### config.mk
export PLATFORM = sky130hd
export DESIGN_NAME = hamming_dec_engine_flat
export DESIGN_NICKNAME = d
export VERILOG_FILES = /design/src/rtl/hamming_dec_engine_pkg.sv /design/src/rtl/hamming_dec_engine_if.sv /design/src/rtl/hamming_dec_engine_secded16_dec.sv /design/src/rtl/hamming_dec_engine.sv /design/src/flat_wrapper.sv
export SDC_FILE = /design/constraint.sdc
export NUM_CORES = 1
export LEC_CHECK = 0
export CORE_MARGIN = 10
export CORE_UTILIZATION = 35
export DETAILED_ROUTE_END_ITERATION = 8
export GPL_TIMING_DRIVEN = 0
export HOLD_SLACK_MARGIN = 0.08
export PLACE_DENSITY_LB_ADDON = 0.2
export SLEW_MARGIN = 20
export SYNTH_ARGS = -nofsm -noshare
export SYNTH_HDL_FRONTEND = slang
export SYNTH_SLANG_ARGS = --single-unit
export TNS_END_PERCENT = 10
### constraint.sdc
create_clock -name clk -period 5.2 [get_ports clk]
set_clock_uncertainty 0.15 [all_clocks]
set_input_delay 0.78 -clock clk [delete_from_list [all_inputs] [get_ports clk]]
set_output_delay 0.78 -clock clk [all_outputs]
set_load 0.02 [all_outputs]
### src/rtl/hamming_dec_engine_pkg.sv
// Shared types and constants for the SECDED(16,11) decode engine.
// States, status-flag encodings and default memory map.
package hamming_dec_engine_pkg;

   typedef enum logic [2:0] {
      IDLE,
      RD_LO,
      RD_HI,
      CAP,
      DEC,
      WR_LO,
      WR_HI,
      DONE
   } state_t;

   localparam logic [1:0] FLG_OK  = 2'b00;
   localparam logic [1:0] FLG_SEC = 2'b01;
   localparam logic [1:0] FLG_DED = 2'b10;

   localparam logic [7:0] DEF_SRC_BASE  = 8'd30;
   localparam logic [7:0] DEF_DST_BASE  = 8'd0;
   localparam int         DEF_NUM_WORDS = 15;

   localparam logic [6:0] CNT_MAX = 7'd127;

endpackage

### src/rtl/hamming_dec_engine_if.sv
// Control and data-memory bus of the decode engine.
// The master side is the engine, which owns the memory port while busy.
interface hamming_dec_engine_if;

   logic       start;
   logic       busy;
   logic       done;
   logic [7:0] mem_addr;
   logic       mem_re;
   logic [7:0] mem_rdata;
   logic       mem_we;
   logic [7:0] mem_wdata;
   logic [6:0] single_cnt;
   logic [6:0] double_cnt;

   modport master (
      input  start, mem_rdata,
      output busy, done, mem_addr, mem_re, mem_we, mem_wdata, single_cnt, double_cnt
   );

   modport slave (
      output start, mem_rdata,
      input  busy, done, mem_addr, mem_re, mem_we, mem_wdata, single_cnt, double_cnt
   );

endinterface

### src/rtl/hamming_dec_engine_secded16_dec.sv
// Combinational SECDED decoder for one Hamming(16,11) codeword.
// Bit i of the codeword is Hamming position i; bit 0 is overall parity.
module secded16_dec
   import hamming_dec_engine_pkg::*;
(
   input  logic [15:0] code,
   output logic [10:0] data,
   output logic [1:0]  flags
);

   logic [3:0]  syn;
   logic        par;
   logic [15:0] fixed;

   always_comb begin
      syn   = 4'd0;
      for (int i = 1; i < 16; i++) begin
         if (code[i]) syn = syn ^ 4'(i);
      end
      par   = ^code;
      fixed = code;
      flags = FLG_OK;
      if (syn != 4'd0 && par) begin
         fixed[syn] = ~code[syn];
         flags      = FLG_SEC;
      end else if (syn == 4'd0 && par) begin
         flags = FLG_SEC;
      end else if (syn != 4'd0 && !par) begin
         // Two flips cancel in the parity: leave the data as received.
         flags = FLG_DED;
      end
      data = {fixed[15:9], fixed[7:5], fixed[3]};
   end

endmodule

### src/rtl/hamming_dec_engine.sv
// DMA-style SECDED decoder: reads encoded words from data memory, corrects or
// flags them, and writes 11-bit data plus status flags back, 6 cycles per word.
module hamming_dec_engine
   import hamming_dec_engine_pkg::*;
#(
   parameter logic [7:0] SRC_BASE  = DEF_SRC_BASE,
   parameter logic [7:0] DST_BASE  = DEF_DST_BASE,
   parameter int         NUM_WORDS = DEF_NUM_WORDS
)
(
   input  logic                 clk,
   input  logic                 reset_n,
   hamming_dec_engine_if.master bus
);

   localparam logic [5:0] LAST_IDX = 6'(NUM_WORDS - 1);

   state_t      state, state_nxt;
   logic [5:0]  index;
   logic [7:0]  word_off, src_addr, dst_addr;
   logic [7:0]  lo_p0, hi_p0;
   logic [10:0] dec_data, data_p1;
   logic [1:0]  dec_flags, flags_p1;
   logic [6:0]  single_cnt, double_cnt;
   logic        last_word;

   function automatic logic [6:0] sat_inc(input logic [6:0] v);
      return (v == CNT_MAX) ? v : v + 7'd1;
   endfunction

   assign word_off  = {1'b0, index, 1'b0};
   assign src_addr  = SRC_BASE + word_off;
   assign dst_addr  = DST_BASE + word_off;
   assign last_word = (index == LAST_IDX);

   secded16_dec u_dec (
      .code  ({hi_p0, lo_p0}),
      .data  (dec_data),
      .flags (dec_flags)
   );

   always_ff @(posedge clk or negedge reset_n) begin
      if (!reset_n) state <= IDLE;
      else          state <= state_nxt;
   end

   // Outputs decode straight from state so reset silences the bus at once.
   always_comb begin
      state_nxt     = state;
      bus.busy      = 1'b0;
      bus.done      = 1'b0;
      bus.mem_re    = 1'b0;
      bus.mem_we    = 1'b0;
      bus.mem_addr  = 8'd0;
      bus.mem_wdata = 8'd0;
      case (state)
         IDLE:  if (bus.start) state_nxt = RD_LO;
         RD_LO: begin
            bus.busy = 1'b1; bus.mem_re = 1'b1; bus.mem_addr = src_addr;
            state_nxt = RD_HI;
         end
         RD_HI: begin
            bus.busy = 1'b1; bus.mem_re = 1'b1; bus.mem_addr = src_addr + 8'd1;
            state_nxt = CAP;
         end
         CAP: begin
            bus.busy = 1'b1; state_nxt = DEC;
         end
         DEC: begin
            bus.busy = 1'b1; state_nxt = WR_LO;
         end
         WR_LO: begin
            bus.busy = 1'b1; bus.mem_we = 1'b1; bus.mem_addr = dst_addr;
            bus.mem_wdata = data_p1[7:0];
            state_nxt = WR_HI;
         end
         WR_HI: begin
            bus.busy = 1'b1; bus.mem_we = 1'b1; bus.mem_addr = dst_addr + 8'd1;
            bus.mem_wdata = {flags_p1, 3'b000, data_p1[10:8]};
            state_nxt = last_word ? DONE : RD_LO;
         end
         DONE: begin
            bus.busy = 1'b1; bus.done = 1'b1; state_nxt = IDLE;
         end
         default: state_nxt = IDLE;
      endcase
   end

   always_ff @(posedge clk or negedge reset_n) begin
      if (!reset_n) begin
         index      <= 6'd0;
         single_cnt <= 7'd0;
         double_cnt <= 7'd0;
      end else begin
         if (state == IDLE && bus.start) begin
            index      <= 6'd0;
            single_cnt <= 7'd0;
            double_cnt <= 7'd0;
         end
         if (state == WR_HI && !last_word) index <= index + 6'd1;
         if (state == DEC && dec_flags == FLG_SEC) single_cnt <= sat_inc(single_cnt);
         if (state == DEC && dec_flags == FLG_DED) double_cnt <= sat_inc(double_cnt);
      end
   end

   // p0: codeword capture; read data lags mem_re by one cycle.
   always_ff @(posedge clk) begin
      if (state == RD_HI) lo_p0 <= bus.mem_rdata;
      if (state == CAP)   hi_p0 <= bus.mem_rdata;
   end

   // p1: decoded word held for the two write cycles.
   always_ff @(posedge clk) begin
      if (state == DEC) begin
         data_p1  <= dec_data;
         flags_p1 <= dec_flags;
      end
   end

   assign bus.single_cnt = single_cnt;
   assign bus.double_cnt = double_cnt;

endmodule

### src/flat_wrapper.sv
// flat-port wrapper written by rule: the top's interface ports become plain ports
module hamming_dec_engine_flat import hamming_dec_engine_pkg::*;
#(
   parameter logic [7:0] SRC_BASE  = DEF_SRC_BASE,
   parameter logic [7:0] DST_BASE  = DEF_DST_BASE,
   parameter int         NUM_WORDS = DEF_NUM_WORDS
)
  (clk, reset_n, bus_start, bus_mem_rdata, bus_busy, bus_done, bus_mem_addr, bus_mem_re, bus_mem_we, bus_mem_wdata, bus_single_cnt, bus_double_cnt);
  hamming_dec_engine_if bus_i ();
  input  logic clk;
  input  logic reset_n;
  input wire logic [$bits(bus_i.start)-1:0] bus_start;
  input wire logic [$bits(bus_i.mem_rdata)-1:0] bus_mem_rdata;
  output wire logic [$bits(bus_i.busy)-1:0] bus_busy;
  output wire logic [$bits(bus_i.done)-1:0] bus_done;
  output wire logic [$bits(bus_i.mem_addr)-1:0] bus_mem_addr;
  output wire logic [$bits(bus_i.mem_re)-1:0] bus_mem_re;
  output wire logic [$bits(bus_i.mem_we)-1:0] bus_mem_we;
  output wire logic [$bits(bus_i.mem_wdata)-1:0] bus_mem_wdata;
  output wire logic [$bits(bus_i.single_cnt)-1:0] bus_single_cnt;
  output wire logic [$bits(bus_i.double_cnt)-1:0] bus_double_cnt;
  assign bus_i.start = bus_start;
  assign bus_i.mem_rdata = bus_mem_rdata;
  assign bus_busy = bus_i.busy;
  assign bus_done = bus_i.done;
  assign bus_mem_addr = bus_i.mem_addr;
  assign bus_mem_re = bus_i.mem_re;
  assign bus_mem_we = bus_i.mem_we;
  assign bus_mem_wdata = bus_i.mem_wdata;
  assign bus_single_cnt = bus_i.single_cnt;
  assign bus_double_cnt = bus_i.double_cnt;
  hamming_dec_engine #(.SRC_BASE(SRC_BASE), .DST_BASE(DST_BASE), .NUM_WORDS(NUM_WORDS)) u_core (.clk(clk), .reset_n(reset_n), .bus(bus_i));
endmodule
==> results.sh <==
export IMPL_grt_pass1_wl_um=12000
export IMPL_syn_to_final_growth_pct=21.2
export IMPL_clock_path_buffers=2
export IMPL_layout_drive_gt1_share_pct=6.43
export IMPL_cts_tree="yes"
export IMPL_synth_async_reset_ratio_pct=44.2
export IMPL_clock_sinks=52
export IMPL_cp_num_buf_inv=2
export IMPL_tightest_slew_ns=0.884
export IMPL_dp_cells=473
export IMPL_timing_slew_headroom_pct=40.8
export IMPL_diodes=0
export IMPL_synth_cell_types=56
export IMPL_syn_inst=321
export IMPL_layout_setup_ws_ns=1.63
export IMPL_drt_wl_total_um=7300
export IMPL_floorplan_initialDensity_pct=36.2
export IMPL_cp_data_required_time_ns=4.27
export IMPL_crit_family="buffers and inverters"
export IMPL_cp_arrival_ns=2.64
export IMPL_endpoint_kind="primary output"
export IMPL_nNetsFinal=388
export IMPL_htree_levels=2
export IMPL_status="finished, final reports clean"
export IMPL_die_area_um2=13300
export IMPL_via_per_inst=5.28
export IMPL_ys_ff_latch=52
export IMPL_postRouteAntennaNets=0
export IMPL_root_buffer="clkbuf_8"
export IMPL_crit_type="reg2out"
export IMPL_vdd_drop_max_v=0.000215
export IMPL_io_buffers=44
export IMPL_rsz0062_at_grt="no"
export IMPL_layout_worst_path_cycle_share_pct=68.7
export IMPL_synth_area_um2=3190
export IMPL_grt_max_degree=24
export IMPL_dpl_worst_slack_ns=2.00
export IMPL_path_clk_slew_ns=0.10
export IMPL_n_fill_cell=869
export IMPL_cpPeakStageDelay_ns=0.66
export IMPL_hold_viol_final=0
export IMPL_layout_cells_non_filler=481
export IMPL_gp_congestion=0.861
export IMPL_crit_slowest_cell="clkdlybuf4s50_1"
export IMPL_numCtsBuffers=5
export IMPL_maxCapViolCount=0
export IMPL_rows=34
export IMPL_avgSynthCellArea_um2=9.94
export IMPL_die_height_um=115
export IMPL_synth_fp_nets=337
export IMPL_drc=0
export IMPL_core_um2=8810
export IMPL_hold_class="in2async"
export IMPL_dp_hpwl_um=5400
export IMPL_yosysTopAreaCellShare_pct=27.3
export IMPL_startpoint_type="flip-flop"
export IMPL_io_pins=45
export IMPL_first_pass_iters=6
export IMPL_max_freq_mhz=280
export IMPL_ys_seq_area_share_pct=45.4
export IMPL_slew_violations=0
export IMPL_yosysWarningCount=0
export IMPL_synthFlopType="edfxtp_1"
export IMPL_p_leak_nw=1.46
export IMPL_grtUsageTotal_pct=11.1
export IMPL_vias=2539
export IMPL_cts_resized_gates=0
export IMPL_synth_edff_count=29
export IMPL_powerDensity_nw_per_um2=274
export IMPL_finalSetupViolCount=0
export IMPL_die_x_um=115
export IMPL_cts_hold_buf=0
export IMPL_placed_cell_area_um2=3760
export IMPL_synthTopCellsByArea="edfxtp_1 (27%), dfrtp_1 (18%), xnor2_1 (6.6%)"
export IMPL_setup_tns_ns=0
export IMPL_final_area_um2=3870
export IMPL_post_drt_wl_per_cell_um=15.2
export IMPL_period_needed_ns=3.57
export IMPL_yosysTopAreaCell="edfxtp_1"
export IMPL_cts_setup_buffers=0
export IMPL_grt_pass1_vias=2368
export IMPL_grt_overflow_total=0
export IMPL_hold_ws_ns=0.275
export IMPL_insertion_delay_ns=0.31
export IMPL_critPathMaxFanout=10
export IMPL_worstPathCellList="nor2b_1 -> clkbuf_1 -> nor2_1 -> nor4_1 -> clkdlybuf4s50_1"
export IMPL_drt_iter0_drc=139
export IMPL_antenna_found_initial=0
export IMPL_synthTopCellsByCount="nand2_1 (31), nor2_1 (31), edfxtp_1 (29)"
## cells by family after synthesis
kind of cell | count (synthesis) | share of synthesized area [%]
simple gates | 123 | 18.7
compound gates | 61 | 12.3
mux | 8 | 2.67
buf+inv | 26 | 3.45
flops | 52 | 45.4
xor+xnor | 43 | 14.6
fa+ha+maj | 8 | 2.90
## layer usage
| layer | GRT usage (%) | vias up | part of all wire, % |
|---|---|---|---|
| met5 | 0 | - | 0 |
| met4 | 3.97 | 0 | 1.3 |
| met3 | 2.84 | 12 | 7.2 |
| met2 | 16.1 | 69 | 44 |
| met1 | 15.5 | 1206 | 47 |
| li1 | - | 1252 | - |
## layout by cell type, fill, tap and decap left out, drive strengths merged, types with 9 or more instances in the layout
master	n
o21ai	18
nand3	20
a21oi	12
xnor2	26
clkbuf	16
edfxtp	29
clkdlybuf4s50	43
dfrtp	23
nand2	31
nor2	32
inv	9
xor2	14
nor2b	11
## report_power, final
part | internal [mW] | leakage [nW] | total, mW | switching (mW)
sequential | 0.482 | 0.547 | 0.543 | 0.0611
combinational | 0.127 | 0.863 | 0.254 | 0.127
clock | 0.123 | 0.0540 | 0.261 | 0.138
total | 0.732 | 1.46 | 1.06 | 0.326
## final cells by class
type                       count  area [um2]  share of cell area [%]
multi-input combinational    243        1630                    42.2
sequential                    52        1450                    37.4
timing repair buffer          44         435                    11.3
tap                          108         135                    3.50
clock buffer                   6        93.8                    2.43
buffer                        17        76.3                    1.97
inverter                       9        33.8                   0.874
clock inverter                 2        12.5                   0.324
## final timing paths
kind	slack, ns	from	endpoint	depth (start not counted)
hold reg to reg	0.37	u_core.bus.double_cnt[6]	u_core.bus.double_cnt[6]	1
hold / removal	0.27	reset_n	u_core.index[3]	1
setup reg to reg	1.96	u_core.lo_p0[5]	u_core.data_p1[0]	7
max in group asynchronous	4.27	reset_n	u_core.bus.double_cnt[5]	1
setup / recovery	1.63	u_core.state[1]	bus_mem_addr[7]	5
min in group clk	0.37	u_core.bus.double_cnt[6]	u_core.bus.double_cnt[6]	1
## flip-flops by register name, indices dropped and copies added, names as in the netlist
name,cells
u_core.index,6
u_core.data_p1,11
u_core.bus.single_cnt,7
u_core.bus.double_cnt,7
u_core.state,3
u_core.lo_p0,8
u_core.hi_p0,8
u_core.flags_p1,2
## metrics by stage
stage                     total power [mW]  utilization, %
after global routing                  1.11            43.9
after global placement               0.806            42.8
final                                 1.06            43.9
after CTS                             1.07            44.0
after detailed placement             0.810            42.8
after floorplan                      0.668               -
Power figures use the tool's default switching activity.
==> variant 1: new RTL, same settings <==
Make the reset (`reset_n`) synchronous in 2 clocked blocks.
--- a/src/rtl/hamming_dec_engine.sv
+++ b/src/rtl/hamming_dec_engine.sv
@@ -41,3 +41,3 @@
 
-   always_ff @(posedge clk or negedge reset_n) begin
+   always_ff @(posedge clk) begin
       if (!reset_n) state <= IDLE;
@@ -88,3 +88,3 @@
 
-   always_ff @(posedge clk or negedge reset_n) begin
+   always_ff @(posedge clk) begin
       if (!reset_n) begin
Formal check against the unedited RTL: differs if reset_n is asserted again (counterexample within 4 cycles, from zero or initial values and one cycle with reset_n low); with reset_n held inactive, the same outputs for 10 cycles.
==> variant 1 against the original RTL <==
  * First-iteration DRC count is 12% lower
  * Sequential cell count stayed put
  * Area after synthesis is 2.7% lower
  * Design area is 2.1% lower
  * Power is 0.35% lower
  * Final cell count is 3.5% lower
  * Sequential share of layout area is 2.2 points lower
  * Highest routed layer unchanged
  * Routed wire length is 6.8% lower
  * Maximum frequency is 1.7% higher
  * Count of clock-buffer cells in the layout is 1 lower
  * Worst setup slack better by 0.061 ns
==> variant 1: results (changes against the original RTL) <==
clock_network:
  clock_latency_ns: 0.30
  clock_path_buffers: 2  # unchanged
  htreeDepth: 2  # unchanged
  postCtsSetupBuffers: 0  # unchanged
  postCtsResizedCells: 0  # unchanged
  clk_pin_slew_worst_paths_ns: 0.09
global_route:
  grt_util_all_layers: 0.108  # -0.00273
  met2_usage: 0.167  # +0.00572
  gr-usage-met3: 0.0325  # +0.00407
  grt_pass1_wl_um: 11600  # -3.8%
  grt_use_met1: 0.143  # -0.0117
  grt_max_degree: 19  # -21%
critical_path:
  worst_path_largest_cell_delay_ns: 0.67
  r2r_start: "u_core.lo_p0[3]$_DFFE_PP_"
  crit_fanout: 10  # unchanged
  rr_endpoint: "u_core.data_p1[3]$_DFFE_PP_"
  rr_worst_depth: 6  # -1
  rrSetupSlack_ns: 2.23  # +0.27 ns
  crit_path_top_delay_cell: "clkdlybuf4s50_1"
  arrival_ns: 2.58  # -0.06 ns
  critical_path.top_delay_family: "simple AND/OR/NAND/NOR gates"
route:
  drt_iter0_markers: 123  # -12%
  via_count: 2346  # -7.6%
  dr.pass1.iters: 4  # -2
  vias_per_cell: 5.06  # -4.2%
  drt_wl_total_um: 6800  # -6.8%
placed_design:
  dp_hpwl_um: 5280  # -2.3%
  globalplace.congestion: 0.817  # -5.1%
  placed_cell_area_sq_mm: 0.00368  # -2.3%
  port_buffers: 44  # unchanged
  placed_cells: 456  # -3.6%
  place_ws_ns: 2.01  # +0.0158 ns
outcome:
  status: "finished, final reports clean"
synthesis:
  synth-seq-area-share: 0.429  # -0.0245
  synth_commonest_cells: "29 x edfxtp_1, 28 x nand2_1, 28 x nor2_1"
  postSynthAreaPerCell_sq_um: 10.2  # +2.7%
  yosysMostFrequentCell: "edfxtp_1"
  synth_edf_count: 29  # unchanged
  async_reset_ff_frac: 0  # -0.442
  synth_cell_types: 50  # -11%
  synthesis.nets: 320  # -5.0%
  yosys-top-cells-area: "edfxtp_1 28%, dfxtp_1 15%, xnor2_1 5.9%, mux2i_1 3.5%, nand2_1 3.4%"
power_and_ir_drop:
  leakagePower_nw: 1.26  # -14%
  vdd_ir_drop_max_uv: 150  # -30%
timing:
  max-slew-margin-rel: 0.418  # +0.00980
  hold_slack_ns: 0.345  # +0.0704 ns
layout:
  top_regs: "u_core.data_p1: 11 flops, u_core.hi_p0: 8 flops, u_core.lo_p0: 8 flops"
  drive_above_1_share: 0.0562  # -0.00816
  num-nets-final: 371  # -4.4%
worst_hold_path:
  hold_class: "flip-flop to flip-flop"
  holdPathStages: 2
  min_to: "u_core.bus.double_cnt[5]$_SDFFE_PN0P_"
-- variant 1: worst max path at each step --
stage,startpoint,end,slack [ns],depth (start not counted)
after global placement,u_core.state[0]$_SDFFE_PN0P_,bus_mem_addr[7],2.04,5
after floorplan,u_core.state[0]$_SDFFE_PN0P_,bus_mem_addr[7],2.56,4
after CTS,u_core.state[0]$_SDFFE_PN0P_,bus_mem_addr[7],1.67,5
final,u_core.state[0]$_SDFFE_PN0P_,bus_mem_addr[7],1.69,5
after detailed placement,u_core.state[0]$_SDFFE_PN0P_,bus_mem_addr[7],2.01,5
after global routing,u_core.state[0]$_SDFFE_PN0P_,bus_mem_addr[7],1.41,5
-- variant 1: cell type report --
cell class                 count  area [sq um]
clock inverter                 3          37.5
timing repair buffer          44           440
inverter                       7          26.3
buffer                        13          51.3
multi-input combinational    232          1690
sequential                    52          1330
tap                          108           135
clock buffer                   5          68.8
fill                         865          4890
-- variant 1: logic make-up after synthesis --
group           Yosys count  share of synthesized area
simple gates            127                      0.211
flops                    52                      0.429
compound gates           45                      0.106
xor+xnor                 40                      0.158
buf+inv                  20                     0.0250
mux                      15                     0.0500
fa+ha+maj                 5                     0.0202
-- variant 1: where the power goes --
group | internal, W | leakage [nW] | switching [W]
Sequential | 0.000451 | 0.449 | 0.0000108
Combinational | 0.000122 | 0.757 | 0.000199
Clock | 0.000141 | 0.0532 | 0.000131
Total | 0.000713 | 1.26 | 0.000341
-- variant 1: metal layers --
| metal | up-vias | part of all wire |
|---|---|---|
| met5 | - | 0 |
| met4 | 0 | 0.0065 |
| met3 | 2 | 0.054 |
| met2 | 44 | 0.46 |
| met1 | 1099 | 0.48 |
| li1 | 1201 | - |
==> variant 2: new RTL, same flow settings <==
Without the edit above. Set the package constant `CNT_MAX` to 7'd63 (it was 7'd127).
--- a/src/rtl/hamming_dec_engine_pkg.sv
+++ b/src/rtl/hamming_dec_engine_pkg.sv
@@ -23,3 +23,3 @@
 
-   localparam logic [6:0] CNT_MAX = 7'd127;
+   localparam logic [6:0] CNT_MAX = 7'd63;
 
Formal check against the unedited RTL: no difference found for any inputs over 4 cycles, from zero or initial values and one cycle with reset_n low; that may be too few to reach the edited logic, so the function may still have changed.
==> variant 2 against the original RTL <==
  * Critical path depth is the same
  * First-iteration DRC count is the same
  * Worst setup slack worse by 0.0092 ns
  * Register-to-register slack better by 0.20 ns
  * Largest power group unchanged
  * Final cell count grew 1.5%
  * Sequential cell count did not move
  * Core utilization decreased by 0.61 points
  * Routed wire length is 2.1% lower
  * Maximum frequency fell by 0.26%
  * Design area rose by 3.0%
  * Power decreased by 1.7%
  * Area after synthesis is 3.1% higher
==> variant 2: results (changes against the original RTL) <==
outcome:
  status: "finished, final reports clean"
synthesis:
  netlist_instances: 324  # +0.93%
  synth_cell_types: 50  # -11%
  async_reset_ff_frac: 0.442  # unchanged
  synth_commonest_cells: "38 x nor2_1, 31 x nand2_1, 29 x edfxtp_1"
  synth-compound-area-share: 0.0978  # -0.0254
  ys_warn_count: 0  # unchanged
  synth-seq-area-share: 0.440  # -0.0136
  yosys-top-cells-area: "edfxtp_1 26%, dfrtp_1 18%, xnor2_1 5.6%, nor2_1 4.3%, mux2i_1 3.7%"
  synthMuxAreaShare: 0.0468  # +0.0201
  synthesis.nets: 340  # +0.89%
  synth_xor_xnor_area_share: 0.152  # +0.00589
  synth_edf_count: 29  # unchanged
  synth_fa_ha_area_frac: 0.0251  # -0.00392
power_and_ir_drop:
  leakagePower_nw: 1.54  # +5.5%
  post-layout-total-power_w: 0.00104  # -1.7%
  vdd_ir_drop_max_uv: 168  # -22%
  pg_clk_w: 0.000253  # -3%
  power_switching_share: 0.296  # -0.0124
route:
  dr.pass1.iters: 4  # -2
  drt_wl_total_um: 7150  # -2.1%
  via_count: 2469  # -2.8%
global_route:
  grt_pass1_wl_um: 12000  # -0.63%
  grt_util_all_layers: 0.109  # -0.00147
  grt_pass1_vias: 2445  # +3.3%
critical_path:
  critPathCapture: "bus_mem_addr[7]"
  rrSetupSlack_ns: 2.16  # +0.20 ns
  r2r_start: "u_core.hi_p0[3]$_DFFE_PP_"
  arrival_ns: 2.65  # about the same
  rr_worst_depth: 8  # +1
  rr_endpoint: "u_core.data_p1[5]$_DFFE_PP_"
layout:
  clkbuf_count: 7  # +1
  buf_share: 0.129  # -0.00383
  post-route-util: 0.433  # -0.00612
  clock_area_frac: 0.0258  # -0.00174
  multi_input_gates: 250  # +2.9%
  fin_cells: 488  # +1.5%
  num-nets-final: 392  # +1.0%
  drive_above_1_share: 0.0849  # +0.0205
  buffers: 58  # -4.9%
  multi_input_area_share: 0.438  # +0.0161
  fillCellCount: 901  # +3.7%
  seq_share: 0.363  # -0.0108
  final_cell_area_sq_mm: 0.00398  # +3.0%
placed_design:
  globalplace.congestion: 0.835  # -3.0%
  placed_cell_area_sq_mm: 0.00388  # +3.2%
  placed_cells: 480  # +1.5%
  dp_hpwl_um: 5550  # +2.8%
  place_ws_ns: 1.95  # -0.0499 ns
timing:
  finalCriticalPeriod_ns: 3.58  # +0.00918 ns
  hold_slack_ns: 0.292  # +0.0177 ns
  max-slew-margin-rel: 0.384  # -0.0244
clock_network:
  root_buffer: "clkbuf_8"
  clock_latency_ns: 0.31  # about the same
  htreeDepth: 2  # unchanged
-- variant 2: cell types whose count changed after synthesis, moves of 4 or more --
cell and change:
a21oi_1 -6, nand3_1 -5, xor2_1 -4, o21ai_0 -4, nor2_1 +7, mux2i_1 +8
a31oi_1 +7, nor3_1 +8
-- variant 2: routing by layer --
layer / share of wire / vias to the layer above / wire length [um] / global-route usage
li1: - / 1257 / - / -
met5: 0 / - / 0 / 0
met2: 0.47 / 45 / 3360 / 0.180
met1: 0.47 / 1157 / 3350 / 0.141
met4: 0.018 / 0 / 130 / 0.0354
met3: 0.042 / 10 / 301 / 0.0209
-- variant 2: cells by family after synthesis --
family | count (synthesis)
AND/OR/NAND/NOR | 138
AO/OA/AOI/OAI | 49
XOR/XNOR | 41
flip-flops | 52
multiplexers | 15
adder cells (fa/ha/maj) | 7
buffers and inverters | 22
